`src/rtl/veririsc_controller.sv`:
```
// veririsc_controller: eight-phase instruction sequencer for the VeriRISC CPU.
// Walks a free-running phase counter through fetch and execute. It decodes the
// live opcode and the accumulator zero flag into memory and datapath strobes.
// A decoded HLT freezes the machine in phase OP_ADDR until rst_n is asserted.
//
// Ports:
//   clk     in   rising-edge clock shared with memory
//   rst_n   in   asynchronous active-low reset
//   opcode  in 3 instruction opcode from the IR
//   zero    in   accumulator == 0 flag
//   phase   out 3 current phase (debug/trace)
//   sel     out  address mux select: 1 = PC, 0 = IR operand field
//   rd, wr  out  memory read / write enables
//   ld_ir, inc_pc, ld_pc, ld_ac, data_e  out  datapath strobes
//   halt    out  CPU halted (sticky)
// Outputs are a combinational decode of registered state, so an asserted reset
// takes them to their reset values immediately, without waiting for clk.
module veririsc_controller (
   input  logic       clk,
   input  logic       rst_n,
   input  logic [2:0] opcode,
   input  logic       zero,
   output logic [2:0] phase,
   output logic       sel,
   output logic       rd,
   output logic       wr,
   output logic       ld_ir,
   output logic       inc_pc,
   output logic       ld_pc,
   output logic       ld_ac,
   output logic       data_e,
   output logic       halt
);

   localparam int unsigned NPHASE = 8;
   localparam int unsigned PW     = $clog2(NPHASE);

   typedef enum logic [PW-1:0] {
      INST_ADDR  = 3'd0,
      INST_FETCH = 3'd1,
      INST_LOAD  = 3'd2,
      IDLE       = 3'd3,
      OP_ADDR    = 3'd4,
      OP_FETCH   = 3'd5,
      ALU_OP     = 3'd6,
      STORE      = 3'd7
   } phase_t;

   localparam logic [2:0] OP_HLT = 3'd0;
   localparam logic [2:0] OP_SKZ = 3'd1;
   localparam logic [2:0] OP_ADD = 3'd2;
   localparam logic [2:0] OP_AND = 3'd3;
   localparam logic [2:0] OP_XOR = 3'd4;
   localparam logic [2:0] OP_LDA = 3'd5;
   localparam logic [2:0] OP_STO = 3'd6;
   localparam logic [2:0] OP_JMP = 3'd7;

   phase_t state;
   phase_t state_next;
   logic   halted;
   logic   halted_next;

   logic is_hlt;
   logic is_skz;
   logic is_aluop;
   logic is_sto;
   logic is_jmp;

   // Opcode classes
   always_comb begin
      is_hlt   = (opcode == OP_HLT);
      is_skz   = (opcode == OP_SKZ);
      is_aluop = (opcode == OP_ADD) || (opcode == OP_AND) ||
                 (opcode == OP_XOR) || (opcode == OP_LDA);
      is_sto   = (opcode == OP_STO);
      is_jmp   = (opcode == OP_JMP);
   end

   // Phase counter and sticky halt flag
   always_ff @(posedge clk or negedge rst_n) begin
      if (!rst_n) begin
         state  <= INST_ADDR;
         halted <= 1'b0;
      end else begin
         state  <= state_next;
         halted <= halted_next;
      end
   end

   // Next phase and per-phase control decode
   always_comb begin
      state_next  = phase_t'(PW'(state + 1'b1));
      halted_next = halted;
      phase       = state;
      sel         = 1'b0;
      rd          = 1'b0;
      wr          = 1'b0;
      ld_ir       = 1'b0;
      inc_pc      = 1'b0;
      ld_pc       = 1'b0;
      ld_ac       = 1'b0;
      data_e      = 1'b0;
      halt        = 1'b0;

      if (halted) begin
         // Frozen: hold phase OP_ADDR with every strobe quiet
         state_next = OP_ADDR;
         halt       = 1'b1;
      end else begin
         case (state)
            INST_ADDR: begin
               sel = 1'b1;
            end
            INST_FETCH: begin
               sel = 1'b1;
               rd  = 1'b1;
            end
            INST_LOAD, IDLE: begin
               sel   = 1'b1;
               rd    = 1'b1;
               ld_ir = 1'b1;
            end
            OP_ADDR: begin
               if (is_hlt) begin
                  state_next  = OP_ADDR;
                  halted_next = 1'b1;
                  halt        = 1'b1;
               end else begin
                  inc_pc = 1'b1;
               end
            end
            OP_FETCH: begin
               rd = is_aluop;
            end
            ALU_OP: begin
               rd     = is_aluop;
               ld_ac  = is_aluop;
               ld_pc  = is_jmp;
               data_e = is_sto;
               // Second increment makes SKZ skip the next instruction
               inc_pc = is_skz & zero;
            end
            STORE: begin
               rd     = is_aluop;
               ld_ac  = is_aluop;
               ld_pc  = is_jmp;
               data_e = is_sto;
               wr     = is_sto;
            end
            default: begin
               sel = 1'b0;
            end
         endcase
      end
   end

endmodule

```
`config.mk`:
```
export PLATFORM = sky130hd
export DESIGN_NAME = veririsc_controller
export DESIGN_NICKNAME = d
export VERILOG_FILES = /design/src/rtl/veririsc_controller.sv
export SDC_FILE = /design/constraint.sdc
export NUM_CORES = 1
export LEC_CHECK = 0
export ABC_AREA = 1
export CORE_AREA = 2 2 39 41
export DETAILED_ROUTE_END_ITERATION = 12
export DIE_AREA = 0 0 41 43
export PLACE_DENSITY = 0.59
export SLEW_MARGIN = 20
export SYNTH_ARGS = -nofsm -noshare
export SYNTH_HDL_FRONTEND = slang
export SYNTH_SLANG_ARGS = --single-unit
```
`constraint.sdc`:
```
create_clock -name clk -period 1.4 [get_ports clk]
set_clock_uncertainty 0.15 [all_clocks]
set_input_delay 0.14 -clock clk [delete_from_list [all_inputs] [get_ports clk]]
set_output_delay 0.14 -clock clk [all_outputs]
set_load 0.05 [all_outputs]
```
==> summary.txt, run 1 <==
Power
  – Net Sw Power: ~77 µW
  – Power share of the clock group: 0.495
  – Leakage power: 0.4603 nW
  – Sequential share of power: 0.356
  – Internal power: 248.5 µW
  – Gate power share: 0.149
  – Total power: 325.9 µW
  – Power per standard cell area: 329.7 nW/µm²
  – Net Sw Frac: 0.2375
  – Peak supply drop: 0.0003710 V

Final layout
  – Syn-to-layout area delta: 191.5%
  – Fraction of layout cells with a size suffix above 1: 0.6813
  – Layout net count: 103
  – Multi-input gate area: about 330 µm²
  – # diodes: 0
  – Filler cells: 108
  – Final core utilization: 0.7143
  – Seq. cell area: 106.4 µm²

Placement
  – Placer Congestion: 0.7220
  – I/O Buffers: 17
  – HPWL after DPL: 718.8 µm
  – Dpl ws: -163.3 ps

Setup path
  – Largest delay contributor family on the critical path: flip-flops
  – Cell seen most often among critical-path stages: nand2_2
  – Critical Path AT: 1350 ps
  – Reg2reg end: phase[1]$_DFF_PN0_
  – Startpoint Class: flop
  – Req. time, crit path: 1110 ps
  – CP Class: reg2out
  – CP bufs+invs: 2
  – Worst R2R Start: phase[1]$_DFF_PN0_
  – CP max stage cell: dfrtp_2
  – CP cell instances: buf_4 > ha_4 > nand2_2 > nor2_1 > nand3_1 > nand2_2 > buf_12
  – CP max stage delay: around 430 ps
  – Reg2Reg Depth: 9
  – Crit. End Element: output port
  – Reg2Reg Setup Slack: -70 ps
  – CP Max Fanout: 5

STA
  – Fin crit period: 1641 ps
  – Endpoints failing setup: 13
  – Period Utilization, post-route: 1.172
  – Slew Viols, Final: 0
  – RSZ-0062 raised after global routing: true
  – Fmax: 609.5 MHz
  – Worst relative slew slack: 0.8450
  – Final worst slack: -240.8 ps
  – Worst-Margin Slew: around 230 ps
  – Final Hold Viols: 0

Clock network
  – TritonCTS buffer count: 3
  – CTS clk-pin slew, worst paths: 40 ps
  – Root buffer cell: clkbuf_4
  – H-tree Lvls: 1
  – Num Clock Sinks: 4
  – Worst skew pair latency: roughly 240 ps
  – CTS Buffer Depth: 2
  – CTS tree: done

GRT
  – Total gr overflow: 0
  – Pin count of the biggest net entering global routing: 7
  – Initial antenna violation count: 0
  – First-pass GRT wire length: 1821 µm
  – Number of global-route vias before repair: 406
  – GRT Total Usage: 0.1615

Detailed routing
  – Wire length per cell: approximately 10 µm
  – Post-DRT Antenna Nets: 0
  – Detailed Route WL: about 1100 µm
  – Drt drc: 0
  – Via count: 451
  – Vias/cell: roughly 4.2
  – DRT iter0 DRCs: 5
  – Number of detailed-route iterations in the first pass: 2

Die
  – # rows: 14
  – Chip Height: 43 µm
  – Die area: 1763 µm²
  – CORE AREA: ~1400 µm²
  – Die Wd: 41 µm
  – Initial Utilization: 0.2450
  – IO Pins: 18

Synth
  – Largest cells by area after synthesis: dfrtp_1 (30%), ha_1 (18%), nor2_1 (12%), inv_1 (8.9%), nand2_1 (7.7%)
  – Library cells used by synthesis: 15
  – Number of synthesis warnings: 0
  – Primary FF master, synth: dfrtp_1
  – Post-Syn Area per Cell: 6.920 µm²
  – Most frequent cells after synthesis: nor2_1 (11), inv_1 (8), nand2_1 (7)
  – Ys async rst share: 1.000
  – Count of state elements after synthesis: 4
  – Leading area contributor after synthesis: dfrtp_1
  – Post-synth EDFFs: 0
  – Top cell type's share of synthesized area: 0.2952
  – Register area share after synthesis: 0.2952
  – Mapped Cells: roughly 50
  – Syn_nets: 60
  – Top-count cell post-synth: nor2_1
  – Synthesized cell area: approximately 340 µm²

Run status
  – Status: complete, but fails checks
  – Violated checks: setup timing

Run
  – Max-cap violations: 0

Min path
  – Hold Crit Class: in2async
==> state kept, by name (all words and copies together), names as in the netlist <==
register and count:
phase 3, halted 1
==> power by group through the flow <==
stage / clock [mW] / combinational, mW / sequential (mW)
finish: 0.161 / 0.0485 / 0.116
detailed placement: 0 / 0.0408 / 0.118
global placement: 0 / 0.0407 / 0.118
global route: 0.184 / 0.0529 / 0.116
floorplan: 0 / 0.0153 / 0.118
CTS: 0.173 / 0.0458 / 0.116
==> routing by layer <==
layer | track usage | up-vias | part of all wire
li1 | - | 232 | -
met1 | 0.1732 | 202 | 0.38
met2 | 0.2469 | 15 | 0.53
met3 | 0.05236 | 2 | 0.066
met4 | 0.1200 | 0 | 0.019
met5 | 0 | - | 0
==> cell type report <==
class	count	area share
inverters	10	0.04051
well taps	16	0.02025
flip-flops and latches	4	0.1076
clock buffers	4	0.02658
multi-input cells	35	0.3329
repair buffers	38	0.4722
==> worst reg2reg max path, delay by kind of cell (launching register included) <==
family                     cells  cell delay, ps
DFF                            1             400
buffers and inverters          4             400
and+or+nand+nor                4             300
adders and majority gates      1             150
==> placed cells by master (no fill, tap or decap) <==
master,netlist,routed
nand2_2,2,5
buf_4,0,17
clkinv_1,1,1
inv_1,8,5
o21ai_2,0,1
dlymetal6s2s_1,0,2
nor3_4,0,1
inv_2,1,3
clkdlybuf4s50_1,0,3
nor2_1,11,5
nor2_2,1,1
dfrtp_2,0,2
nor2_4,0,6
nand2_8,0,1
clkbuf_4,0,3
inv_4,0,1
ha_1,5,3
buf_12,0,12
dlygate4sd3_1,0,1
a21oi_4,0,1
nand3_1,3,3
clkbuf_1,0,1
o21ai_1,0,1
nand3_2,1,1
dfrtp_1,4,1
buf_6,0,3
nand2_1,7,2
nand3b_1,1,1
nand2_4,0,1
ha_4,0,2
dfrtp_4,0,1
==> metrics by stage <==
step                      setup TNS [ps]  hold slack (ps)  cell area, µm²  cells
after global placement            -798.0            202.0           785.8     91
after CTS                          -1413            447.1           898.4    102
final                              -1522            489.8           988.4    107
after detailed placement          -816.3            206.3           785.8     91
after floorplan                   -892.3           -305.6           407.9     49
after global routing               -2454            508.0           988.4    107
==> worst max-delay path by stage <==
stage	startpoint	to	cells after the start
CTS	phase[0]$_DFF_PN0_	inc_pc	7
floorplan	phase[1]$_DFF_PN0_	wr	4
global route	phase[1]$_DFF_PN0_	inc_pc	7
finish	phase[1]$_DFF_PN0_	inc_pc	7
detailed placement	opcode[2]	rd	6
global placement	opcode[1]	rd	6
==> repair_timing <==
item | CTS | global route
hold buffers | 1 | 0
setup endpoints to repair | 9 | 15
setup buffers | 7 | 6
endpoints found under the hold margin | 4 | 0
pin swaps | 6 | 7
resized for setup | 10 | 12
==> kinds of logic after synthesis <==
logic type / Yosys count / share of synthesized area
compound gates: 3 / 0.04427
simple gates: 27 / 0.3653
buf+inv: 10 / 0.1107
fa+ha+maj: 5 / 0.1845
flops: 4 / 0.2952
Power figures use the tool's default switching activity.
==> inputs of run 2 (changes only) <==
- PLACE_DENSITY: 0.59 -> 0.63
- TNS_END_PERCENT: default -> 20
==> summary.txt, run 2 (synthesized netlist as in run 1, its figures left out) <==
Setup path
  – CP Class: reg2out
  – Largest delay contributor family on the critical path: flip-flops
  – Cell seen most often among critical-path stages: nand2_2
  – Req. time, crit path: 1110 ps (about the same)
  – Startpoint Class: flop
  – CP cell instances: buf_6 > ha_4 > nand2_2 > nor2_2 > nand3_1 > nand2_2 > buf_12
  – CP bufs+invs: 2 (unchanged)
  – Worst Setup SP: phase[1]$_DFF_PN0_
  – Worst R2R Start: phase[0]$_DFF_PN0_
  – CP max stage cell: dfrtp_2
  – CP max stage delay: 440 ps (about the same)
  – Reg2Reg Depth: 3 (-6)
  – CP Max Fanout: 4 (-1)
  – Critical Path AT: 1340 ps (about the same)
  – Reg2Reg Setup Slack: 80 ps (+150 ps)
  – Levels on crit path: 7 (unchanged)
  – Reg2reg end: phase[2]$_DFF_PN0_
  – Crit. End Element: output port
  – Crit path to: inc_pc

Die
  – Die area: 1763 µm² (unchanged)
  – Die Wd: 41 µm (unchanged)
  – IO Pins: 18 (unchanged)
  – Initial Utilization: 0.2450 (unchanged)
  – Chip Height: 43 µm (unchanged)
  – # rows: 14 (unchanged)
  – CORE AREA: 1384 µm² (unchanged)

GRT
  – Pin count of the biggest net entering global routing: 6 (-1)
  – Total gr overflow: 0 (unchanged)
  – Met1 GRT Util: 0.1634 (-0.009804)
  – Number of global-route vias before repair: 448 (+10%)
  – Top Usage Layer GRT: met2
  – First-pass GRT wire length: 1662 µm (-8.7%)
  – GRT Total Usage: 0.1423 (-0.01917)
  – M3 GR Usage: 0.03665 (-0.01571)
  – Initial antenna violation count: 0 (unchanged)
  – Met2 Use GR: 0.2156 (-0.03125)

STA
  – Endpoints failing setup: 8 (-5)
  – Worst-Margin Slew: 224.5 ps (-7.326 ps)
  – Worst relative slew slack: 0.8499 (+0.004898)
  – Fmax: 615.1 MHz (+0.93%)
  – Final worst slack: -225.7 ps (+15.10 ps)
  – Slew Viols, Final: 0 (unchanged)
  – RSZ-0062 raised after global routing: true
  – Fin crit period: 1626 ps (-15.10 ps)
  – Period Utilization, post-route: 1.161 (-0.01079)
  – Final Hold Viols: 0 (unchanged)

Final layout
  – # diodes: 0 (unchanged)
  – Final core utilization: 0.6564 (-0.05787)
  – Number of flip-flops under the largest register name: 3 (unchanged)
  – Filler cells: 119 (+10%)
  – Layout net count: 94 (-8.7%)
  – Syn-to-layout area delta: 167.9%
  – Fraction of layout cells with a size suffix above 1: 0.6707 (-0.01059)
  – Commonest non-fill, non-tap cell in the layout: buf_12
  – Most frequent cells in the layout: buf_12 (12), buf_4 (10), inv_1 (6), nor2_4 (6)

Detailed routing
  – DRT iter0 DRCs: 1 (-4)
  – Wire length per cell: 9.929 µm (-4.9%)
  – Number of detailed-route iterations in the first pass: 4 (+2)
  – Post-DRT Antenna Nets: 0 (unchanged)
  – Via count: 415 (-8.0%)
  – Detailed Route WL: 973 µm (-13%)
  – Drt drc: 0 (unchanged)
  – Vias/cell: 4.235 (+0.47%)

Clock network
  – CTS Buffer Depth: 2 (unchanged)
  – Root buffer cell: clkbuf_4
  – Num Clock Sinks: 4 (unchanged)
  – Worst skew pair latency: 240 ps (about the same)
  – H-tree Lvls: 1 (unchanged)
  – CTS tree: done
  – CTS clk-pin slew, worst paths: 40 ps (about the same)
  – TritonCTS buffer count: 3 (unchanged)

Run
  – Max-cap violations: 0 (unchanged)

Placement
  – I/O Buffers: 17 (unchanged)
  – Placer Congestion: 0.7731 (+7.1%)
  – Dpl ws: -157.6 ps (+5.664 ps)
  – HPWL after DPL: 760.2 µm (+5.8%)

Run status
  – Status: complete, but fails checks
  – Violated checks: setup timing

Power
  – Peak supply drop: 0.0003601 V (-2.9%)
  – Power per standard cell area: 350.0 nW/µm² (+6.2%)
  – Leakage power: 0.4180 nW (-9.2%)

Min path
  – Hold Crit Class: in2reg
[run 2: worst register-to-register path, stage by stage, from the launching register on]
cell	delay, ps
dfrtp_2	430
ha_2	200
ha_2	250
nand3b_1	170
[run 2: final cells by class]
class                           count  area [µm²]  area share
Inverter                           10       43.79     0.04821
Timing Repair Buffer               29       389.1      0.4284
Sequential cell                     4       103.9      0.1143
Multi-Input combinational cell     35       325.3      0.3581
Tap cell                           16       20.02     0.02204
Clock buffer                        4       26.28     0.02893
[run 2: how the worst min path moves through the flow]
stage,slack (ps),endpoint,startpoint,depth (start not counted)
floorplan,-310,halted$_DFF_PN0_,rst_n,0
global placement,200,halted$_DFF_PN0_,rst_n,1
detailed placement,210,halted$_DFF_PN0_,rst_n,1
CTS,450,phase[0]$_DFF_PN0_,phase[0]$_DFF_PN0_,2
global route,380,halted$_DFF_PN0_,opcode[1],5
finish,330,halted$_DFF_PN0_,opcode[1],5
[run 2: layer usage]
layer | wire, µm | part of all wire
met1 | 322 | 0.33
met2 | 575 | 0.59
met3 | 56 | 0.058
met4 | 19 | 0.020
met5 | 0 | 0
[run 2: power breakdown]
part | total (mW) | switching, mW | internal [mW]
logic | 0.0445 | 0.0224 | 0.0221
clock network | 0.157 | 0.0501 | 0.107
registers | 0.116 | 0 | 0.116
[run 2: per-stage QoR]
| step | instances | power, mW | setup TNS, ps | instance area (µm²) | hold WS [ps] |
|---|---|---|---|---|---|
| after floorplan | 49 | 0.1330 | -1096 | 405.4 | -305.6 |
| after global placement | 90 | 0.1583 | -822.4 | 775.7 | 200.3 |
| after detailed placement | 90 | 0.1587 | -841.3 | 775.7 | 206.0 |
| after CTS | 98 | 0.3256 | -1486 | 867.1 | 447.1 |
| after global routing | 98 | 0.3413 | -1912 | 908.4 | 377.6 |
| final | 98 | 0.3180 | -1336 | 908.4 | 329.9 |
[run 2: timing repair]
action	in CTS	in global routing
pin swaps	3	5
endpoints found under the setup margin	9	9
setup buffers	3	0
resized for setup	9	12
endpoints found under the hold margin	4	0
hold buffers	1	0
==> inputs of run 3 (changes only) <==
- CTS_CLUSTER_SIZE: default -> 28
==> results of run 3 <==
Same layout as run 2: the final DEF is identical, and so are final timing and power.
